$ cat config.mk
export PLATFORM = sky130hd
export DESIGN_NAME = reset_sequencer
export DESIGN_NICKNAME = d
export VERILOG_FILES = /design/src/rtl/reset_sequencer.sv
export SDC_FILE = /design/constraint.sdc
export NUM_CORES = 1
export LEC_CHECK = 0
export ABC_CLOCK_PERIOD_IN_PS = 3350
export CORE_AREA = 3 3 60 62
export DETAILED_ROUTE_END_ITERATION = 16
export DIE_AREA = 0 0 63 65
export PLACE_DENSITY = 0.82
export SLEW_MARGIN = 15
export SYNTH_ARGS = -nofsm -noshare
export SYNTH_HDL_FRONTEND = slang
export SYNTH_SLANG_ARGS = --single-unit
$ cat constraint.sdc
create_clock -name clock -period 3.35 [get_ports clock]
set_input_delay 0.5025 -clock clock [delete_from_list [all_inputs] [get_ports clock]]
set_output_delay 0.5025 -clock clock [all_outputs]
set_load 0.02 [all_outputs]
$ cat src/rtl/reset_sequencer.sv
// Multi-domain reset generator: filters areset / ext_rst_n / soft_req, holds every
// domain in reset for 2^HOLD_BITS cycles, then releases the domains in ascending order.
module reset_sequencer #(
    parameter int NUM_DOMAINS   = 4,
    parameter int SYNC_STAGES   = 4,
    parameter int HOLD_BITS     = 8,
    parameter int STEP_CYCLES   = 16,
    parameter int FILTER_CYCLES = 8
) (
    input  logic                   clock,
    input  logic                   areset,
    input  logic                   ext_rst_n,
    input  logic                   soft_req,
    output logic [NUM_DOMAINS-1:0] reset,
    output logic                   all_released,
    output logic                   busy,
    output logic [1:0]             cause
);

    typedef enum logic [1:0] {
        ST_ASSERT  = 2'd0,
        ST_RELEASE = 2'd1,
        ST_RUN     = 2'd2
    } state_e;

    typedef enum logic [1:0] {
        CAUSE_NONE   = 2'b00,
        CAUSE_ARESET = 2'b01,
        CAUSE_EXT    = 2'b10,
        CAUSE_SOFT   = 2'b11
    } cause_e;

    localparam int HOLD_W = HOLD_BITS + 1;
    localparam int STEP_W = (STEP_CYCLES > 1) ? $clog2(STEP_CYCLES) : 1;
    localparam int IDX_W  = (NUM_DOMAINS > 1) ? $clog2(NUM_DOMAINS) : 1;
    localparam int FILT_W = $clog2(FILTER_CYCLES + 1);

    localparam logic [HOLD_W-1:0] HOLD_LAST = {1'b0, {HOLD_BITS{1'b1}}};
    localparam logic [HOLD_W-1:0] HOLD_MAX  = {1'b1, {HOLD_BITS{1'b0}}};
    localparam logic [STEP_W-1:0] STEP_LAST = STEP_W'(STEP_CYCLES - 1);
    localparam logic [IDX_W-1:0]  IDX_LAST  = IDX_W'(NUM_DOMAINS - 1);
    localparam logic [FILT_W-1:0] FILT_LAST = FILT_W'(FILTER_CYCLES - 1);
    localparam logic [FILT_W-1:0] FILT_MAX  = FILT_W'(FILTER_CYCLES);

    logic [SYNC_STAGES-1:0] arst_sync_q, arst_sync_d;
    logic [SYNC_STAGES-1:0] ext_sync_q,  ext_sync_d;
    logic [FILT_W-1:0]      filt_q,      filt_d;
    state_e                 state_q,     state_d;
    logic [HOLD_W-1:0]      hold_q,      hold_d;
    logic [STEP_W-1:0]      step_q,      step_d;
    logic [IDX_W-1:0]       idx_q,       idx_d;
    logic [NUM_DOMAINS-1:0] reset_q,     reset_d;
    logic                   all_q,       all_d;
    logic                   busy_q,      busy_d;
    cause_e                 cause_q,     cause_d;

    logic in_arst;
    logic ext_low;
    logic ext_fire;

    always_comb begin
        // NOTE: every variable gets a default first so no branch can infer a latch.
        arst_sync_d = {arst_sync_q[SYNC_STAGES-2:0], 1'b0};
        ext_sync_d  = {ext_sync_q[SYNC_STAGES-2:0], ext_rst_n};
        in_arst     = arst_sync_q[SYNC_STAGES-1];
        ext_low     = ~ext_sync_q[SYNC_STAGES-1];

        // Saturating at FILTER_CYCLES makes the event fire once per low period.
        filt_d   = filt_q;
        ext_fire = ext_low && (filt_q == FILT_LAST);
        if (!ext_low) begin
            filt_d = '0;
        end else if (filt_q != FILT_MAX) begin
            filt_d = filt_q + 1'b1;
        end

        state_d = state_q;
        hold_d  = hold_q;
        step_d  = step_q;
        idx_d   = idx_q;
        reset_d = reset_q;
        cause_d = cause_q;

        case (state_q)
            ST_ASSERT: begin
                reset_d = '1;
                if (ext_fire) begin
                    hold_d  = '0;
                    cause_d = CAUSE_EXT;
                end else if (!in_arst) begin
                    // The 2^HOLD_BITS-th counted edge already releases domain 0.
                    if (hold_q == HOLD_LAST) begin
                        reset_d = {NUM_DOMAINS{1'b1}} << 1;
                        step_d  = '0;
                        idx_d   = IDX_W'(1);
                        state_d = (NUM_DOMAINS == 1) ? ST_RUN : ST_RELEASE;
                    end
                    if (hold_q != HOLD_MAX) begin
                        hold_d = hold_q + 1'b1;
                    end
                end
            end
            ST_RELEASE, ST_RUN: begin
                if (ext_fire || soft_req) begin
                    state_d = ST_ASSERT;
                    hold_d  = '0;
                    step_d  = '0;
                    idx_d   = '0;
                    reset_d = '1;
                    cause_d = ext_fire ? CAUSE_EXT : CAUSE_SOFT;
                end else if (state_q == ST_RELEASE) begin
                    if (step_q == STEP_LAST) begin
                        step_d  = '0;
                        reset_d = reset_q & ~(NUM_DOMAINS'(1) << idx_q);
                        idx_d   = idx_q + 1'b1;
                        if (idx_q == IDX_LAST) begin
                            state_d = ST_RUN;
                        end
                    end else begin
                        step_d = step_q + 1'b1;
                    end
                end
            end
            default: state_d = ST_ASSERT;
        endcase

        all_d  = (reset_d == '0);
        busy_d = (state_d != ST_RUN);
    end

    // NOTE: sequential state uses non-blocking assignments only, so every flop samples pre-edge values.
    always_ff @(posedge clock or posedge areset) begin
        if (areset) begin
            arst_sync_q <= '1;
            ext_sync_q  <= '1;
            filt_q      <= '0;
            state_q     <= ST_ASSERT;
            hold_q      <= '0;
            step_q      <= '0;
            idx_q       <= '0;
            reset_q     <= '1;
            all_q       <= 1'b0;
            busy_q      <= 1'b1;
            cause_q     <= CAUSE_ARESET;
        end else begin
            arst_sync_q <= arst_sync_d;
            ext_sync_q  <= ext_sync_d;
            filt_q      <= filt_d;
            state_q     <= state_d;
            hold_q      <= hold_d;
            step_q      <= step_d;
            idx_q       <= idx_d;
            reset_q     <= reset_d;
            all_q       <= all_d;
            busy_q      <= busy_d;
            cause_q     <= cause_d;
        end
    end

    assign reset        = reset_q;
    assign all_released = all_q;
    assign busy         = busy_q;
    assign cause        = cause_q;

endmodule

# After elaboration in Yosys (flattened, before gate mapping)
# Cells that the tools add are included.
dict set report word_totals {
  wordCells 88
  in_bits 4
  regBits 37
  out_inout_bits 8
}
dict set report op_classes {
  n_reduce_logical 11
  bitwise 3
  muxes 40
  shifts 1
  n_eq_ne 18
  n_addsub 4
}
# op n
set ops {}
lappend ops {{$mux W4} 11}
lappend ops {{$mux W9} 4}
lappend ops {{$mux W2} 15}
lappend ops {{$pmux W9 S2} 1}
lappend ops {{$pmux W4 S2} 2}
lappend ops {{$ne A2 B2 Y1 const B} 6}
lappend ops {{$ne A3 B3 Y1 const B} 4}
lappend ops {{$pmux W2 S2} 3}
lappend ops {{$add A9 B1 Y9 const B} 1}
lappend ops {{$eq A9 B8 Y1 const B} 1}
lappend ops {{$ne A9 B9 Y1 const B} 1}
lappend ops {{$add A4 B1 Y4 const B} 2}
lappend ops {{$reduce_and A6 Y1} 1}
lappend ops {{$reduce_and A5 Y1} 1}
lappend ops {{$and A4 B4 Y4} 1}
lappend ops {{$eq A2 B2 Y1 const B} 2}
lappend ops {{$eq A4 B3 Y1 const B} 1}
lappend ops {{$eq A4 B4 Y1 const B} 1}
lappend ops {{$logic_not A4 Y1} 1}
lappend ops {{$mux W1} 4}
lappend ops {{$ne A4 B4 Y1 const B} 1}
lappend ops {{$not A4 Y4} 1}
lappend ops {{$reduce_and A4 Y1} 1}
lappend ops {{$reduce_bool A2 Y1} 2}
lappend ops {{9 further kinds} 9}

# Logic depth before layout (Yosys ltp)
# Gate-level depths: netlist of run 1.
dict set report depth {
  ltp_word 8
  mapped_depth 10
  mapped_depth_nobuf 10
}

# Least setup slack after synthesis of run 1
# No wires, ideal clock.
dict set report synth_path {
  path_type {flip-flop to flip-flop}
  startpoint {register hold_q[0]}
  endpoint {register step_q[1]}
  arrival_ns 1.925
  stages_incl_launch_ff 11
  n_path_buf 0
  t_required_ns 3.229
  period_less_slack_ns 2.046
  slack_ns 1.304
  setup_ns 0.121
  path_cell_list {dfrtp_1 ha_1 nand3_1 nor2_1 and3_1 ha_1 nor2b_1 nand2_1 a21oi_1 and3_1 a22o_1}
}
dict set report synth_between {
  elab_chain_cells 3
}
# element line_no
set synth_rtl {}
lappend synth_rtl {{start: declaration} 49} ;# logic [HOLD_W-1:0] hold_q, hold_d;
lappend synth_rtl {{start signal: assignment} 150} ;# hold_q <= hold_d;
lappend synth_rtl {{$eq A9 B8 Y1} 92} ;# if (hold_q == HOLD_LAST) begin
lappend synth_rtl {{$ne A2 B2 Y1 (no source line)} -}
lappend synth_rtl {{$reduce_and A5 Y1 (no source line)} -}
lappend synth_rtl {{end signal: assignment} 151} ;# step_q <= step_d;
lappend synth_rtl {{end: declaration} 50} ;# logic [STEP_W-1:0] step_q, step_d;
# Every way passes these cells.
# A chain may end at the register's enable or synchronous reset.

# Worst setup path after layout of run 1
dict set report layout_path {
  startpoint {register hold_q[0]}
  endpoint {register step_q[0]}
}
# The elaborated chain is that of the path after synthesis.

==> results.cfg, run 1 <==
[power]
p_leak_nw = 0.949
swShare = 0.300
ir_worst_vdd_v = 0.000391
p_seq_frac = 0.609
power_density_mw_per_mm2 = 411
clkPwrFrac = 0.259
switchingPower_mw = 0.267
intPower_mw = 0.624
totalPowerFinal_mw = 0.892
pwr-share-comb = 0.132

[sta]
finClkSkew_ns = 0.00853
period_share = 0.689
setup_ws_ns = 1.04
drv_slew = 0
final-hold-violation-count = 0
fin_setup_tns_ns = 0
min_period_ns = 2.31
relSlewSlack = 0.577
worstMarginPinSlew_ns = 0.630
fmax_mhz = 433
rsz0062_at_grt = no
whs_ns = 0.364
setup_violations = 0

[synthesis]
yosysSeqAreaShare = 0.481
ys_types = 43
syn_area_per_cell_um2 = 9.97
syn-instance-count = 197
synth_seq_cells = 37
netlist_area_mm2 = 0.00196
synthFlopType = dfrtp_1
synth_fp_nets = 215
ys_async_sr_fraction = 1.00
yosys_warnings = 0
synth_edf_count = 0

[global_route]
grt_pass1_wl_um = 6710
grt-ovfl-total = 0
grt_pass1_vias = 1527
grt_max_degree = 24
grt_usage = 0.211
antenna_found_initial = 0

[placed_design]
pre_cts_ws_ns = 1.02
portBuffers = 11
placed_cells = 248
place_area_mm2 = 0.00211
place_hpwl_um = 2760
globalplace.congestion = 0.929

[floorplan]
rows = 20
die_h_um = 65
die_w_um = 63
core_area_mm2 = 0.00308
initial_core_util = 0.638
ios = 12
die_area_mm2 = 0.00410

[worst_setup_path]
required_ns = 3.64
crit_path_cell_trace = ha_1, nand3_1, nor2_1, and3_1, ha_1, nor2b_1, nand2_1, a21oi_1, and3_1, a22o_1
cp_slowest_stage_delay_ns = 0.44
path_buf_inv = 0
crit_slowest_cell = dfrtp_1
cp.arrival_ns = 2.60
crit_cells = 10
endpoint_kind = flip-flop
critPathKind = flip-flop to flip-flop
cp_max_fo = 6
critPathTopFamily = simple AND/OR/NAND/NOR gates
ff2ff_path_depth = 10
start_kind = flip-flop

[run_status]
status = finished clean

[finish]
drive_gt1_frac = 0.151
mostFrequentLayoutCells = 28 x nand2_1, 23 x dfrtp_1
layout.nets = 229
nFillCells = 230
syn_to_final_growth_pct = 10.5
layout_commonest_cell = nand2_1
fin_area_mm2 = 0.00217
multi_input_area_um2 = 945
antennaDiodeCount = 0
regArea_um2 = 943
fin_cells = 256
fin_util = 0.704

[routing]
postRouteAntennaNets = 0
routed_wl_um = 3780
drt_pass1_iterations = 4
vias_per_cell = 5.81
drtIter0Drc = 140
via_count = 1488
wire_per_inst_um = 14.8
drcViolationCount = 0

[clocking]
cts_made_buffers = 5
cts_max_level = 2
post-cts-setup-buffers = 0
cts_sinks = 37
cts_tree = built
clock_latency_ns = 0.35
cts_resized = 0
hold_buffers = 0
cts_root_buffer = clkbuf_4
cts.reportedPaths.clkPinSlew_ns = 0.11
clockBufferDepth = 2

[worst_hold_path]
hold_depth = 0
hold_class = flip-flop to flip-flop

[job]
drv_cap = 0
-- final timing paths --
path | start | slack [ns] | end
setup / recovery | hold_q[0] | 1.04 | step_q[0]
hold / removal | arst_sync_q[2] | 0.36 | arst_sync_q[3]
setup reg to reg | hold_q[0] | 1.04 | step_q[0]
hold reg to reg | arst_sync_q[2] | 0.36 | arst_sync_q[3]
max in group asynchronous | areset | 2.11 | cause[0]
min in group asynchronous | areset | 0.49 | filt_q[3]
-- Yosys cell counts (all sizes together), types with 2 or more instances --
library cell,count,share of area
a21o,4,0.015
a21oi,8,0.026
a22o,3,0.013
a311o,3,0.015
a31oi,4,0.013
and3,4,0.013
buf,3,0.0076
clkbuf,2,0.0038
dfrtp,23,0.29
dfstp,14,0.19
ha,14,0.089
inv,14,0.027
nand2,28,0.054
nand2b,3,0.0096
nand3,7,0.018
nand3b,2,0.0076
nor2,15,0.030
nor2b,3,0.0096
nor3,3,0.0076
nor4b,2,0.0089
o21ai,16,0.043
o31ai,5,0.019
or2,2,0.0064
-- power groups by stage --
stage	Sequential, mW	Clock, mW	Combinational [mW]
global placement	0.546	0	0.108
global route	0.550	0.263	0.130
detailed placement	0.549	0	0.117
floorplan	0.541	0	0.0819
finish	0.543	0.231	0.118
CTS	0.542	0.238	0.119
-- metal layers --
layer | vias up | share of wire | global-route usage
met2 | 31 | 0.51 | 0.378
met1 | 734 | 0.44 | 0.242
met5 | - | 0 | 0
li1 | 717 | - | -
met3 | 6 | 0.037 | 0.0503
met4 | 0 | 0.015 | 0.0826
-- kinds of logic after synthesis --
kind of cell	Yosys count	synth area share
AND/OR/NAND/NOR	73	0.195
AO/OA/AOI/OAI	49	0.175
flip-flops	37	0.481
buffers and inverters	19	0.0382
adder cells (fa/ha/maj)	14	0.0892
XOR/XNOR	2	0.00892
multiplexers	2	0.0108
other	1	0.00191
-- state kept, by name, summed over array words and instances, names as in the netlist --
register	count
ext_sync_q	4
all_released	1
idx_q	2
reset	4
filt_q	4
busy	1
cause	2
hold_q	9
step_q	4
arst_sync_q	4
state_q	2
-- layout make-up --
type	count	area share
flip-flops and latches	37	0.435
well taps	44	0.0254
repair buffers	12	0.0542
clock inverters	3	0.00808
multi-input cells	141	0.436
inverters	14	0.0242
clock buffers	5	0.0173
Power figures use the tool's default switching activity.
==> run 2: changes to the inputs <==
Settings changed: ABC_CLOCK_PERIOD_IN_PS 3350 to 2100, CORE_AREA 3 3 60 62 to 3 3 65 67, DIE_AREA 0 0 63 65 to 0 0 68 70, PLACE_DENSITY 0.82 to 0.74.
Clock period 3.35 ns to 2.1 ns, I/O delays scaled along.
==> run 2 against run 1 <==
Against the previous run: via count is 3.0% higher; worst hold slack worse by 0.0076 ns; sequential share of layout area is 3.0 points lower; total power is 78% higher; critical path type unchanged; maximum frequency is 16% higher; highest routed layer unchanged; clock power is 120% higher; global-route usage is 1.8 points lower; sequential power is 59% higher; setup slack worse by 0.93 ns; combinational power is 82% higher; core utilization is 7.4 points lower; register-to-register slack worse by 0.93 ns.
==> results.cfg, run 2 (synthesized netlist as in run 1, its figures left out) <==
[sta]
drv_slew = 0
setup_ws_ns = 0.110
fin_setup_tns_ns = 0
setup_violations = 0
relSlewSlack = 0.638
final-hold-violation-count = 0
finClkSkew_ns = 0.00694
min_period_ns = 1.99
worstMarginPinSlew_ns = 0.539
fmax_mhz = 502
whs_ns = 0.356
period_share = 0.948

[finish]
antennaDiodeCount = 0
fin_area_mm2 = 0.00233
layout_commonest_cell = nand2_1
mostFrequentLayoutCells = 28 x nand2_1, 23 x dfrtp_1, 14 x dfstp_2
top_register = hold_q
fin_util = 0.631
largest_reg_flops = 9
layout.nets = 240
fin_cells = 271
drive_gt1_frac = 0.229
syn_to_final_growth_pct = 18.5

[worst_setup_path]
critPathKind = flip-flop to flip-flop
r2r_start = hold_q[1]
cp_max_fo = 4
start_kind = flip-flop
critPathLaunch = hold_q[1]
ff2ff_path_depth = 10
cp.arrival_ns = 2.17
r2r-end = step_q[1]
r2r_slack_ns = 0.11
required_ns = 2.28
endpoint_kind = flip-flop

[power]
ir_worst_vdd_v = 0.000407
p_leak_nw = 1.02
power_density_mw_per_mm2 = 682
totalPowerFinal_mw = 1.59

[routing]
drcViolationCount = 0
vias_per_cell = 5.65
drtIter0Drc = 97
via_count = 1532
drt_pass1_iterations = 4
wire_per_inst_um = 15.2
postRouteAntennaNets = 0
routed_wl_um = 4130

[placed_design]
portBuffers = 11
placed_cells = 262
place_area_mm2 = 0.00219
pre_cts_ws_ns = -0.0295
place_hpwl_um = 2950
globalplace.congestion = 0.841

[clocking]
clockBufferDepth = 2
cts_root_buffer = clkbuf_8
clock_latency_ns = 0.29
cts.reportedPaths.clkPinSlew_ns = 0.07
cts_max_level = 2
cts_sinks = 37
cts_tree = built
cts_made_buffers = 5

[floorplan]
die_h_um = 70
rows = 22
die_area_mm2 = 0.00476
initial_core_util = 0.532
core_area_mm2 = 0.00369
die_w_um = 68
ios = 12

[global_route]
antenna_found_initial = 0
grt_pass1_wl_um = 7000
grt-ovfl-total = 0
grt_max_degree = 38
grt_usage = 0.192
grt_pass1_vias = 1545

[run_status]
status = finished clean

[worst_hold_path]
min_to = ext_sync_q[2]
hold_path.startpoint = ext_sync_q[1]
hold_depth = 0
hold_class = flip-flop to flip-flop

[job]
drv_cap = 0
==> run 2: cell types whose count changed in the layout (fill, tap and decap cells not counted), moves of 4 or more <==
cell,delta
buf_4,+11
clkbuf_8,+6
clkbuf_4,-5
o21ai_0,-4
o21ai_1,+4
==> run 2: what timing repair did <==
item / 4_1_cts / 5_1_grt
gates resized for setup: 1 / 16
endpoints found under the hold margin: 0 / 0
endpoints found under the setup margin: 5 / 14
pin swaps: 2 / 3
hold buffers: 0 / 0
setup buffers: 1 / 0
==> run 2: cell type report <==
type,count,area (um^2)
flip-flops and latches,37,943
multi-input cells,141,981
inverters,14,52.6
clock buffers,8,90.1
repair buffers,23,200
well taps,48,60.1
fillers,318,1360
==> run 2: worst max-delay path by stage <==
stage | end
final | step_q[1]
after global routing | idx_q[0]
after CTS | idx_q[0]
after detailed placement | step_q[1]
after global placement | step_q[0]
after floorplan | step_q[1]
==> run 2: where the power goes <==
part           internal (mW)  switching [mW]  leakage, nW
clock network          0.267           0.241       0.0455
logic                  0.105           0.110        0.524
registers              0.786          0.0786        0.453
==> run 2: critical path, cell delays in order (launching register included) <==
cell and delay [ns]:
dfrtp_1 0.39, ha_2 0.21, nand3_2 0.09, nor2_2 0.04
and3_4 0.17, ha_1 0.17, nor2b_4 0.12, nand2_1 0.09
a21oi_2 0.08, and3_2 0.27, a22o_1 0.24
==> run 2: per-layer routing <==
layer	GRT usage	vias to the layer above	routed length, um
li1	-	737	-
met3	0.0531	5	126
met5	0	-	0
met4	0.0640	0	49
met2	0.328	30	2180
met1	0.228	760	1780
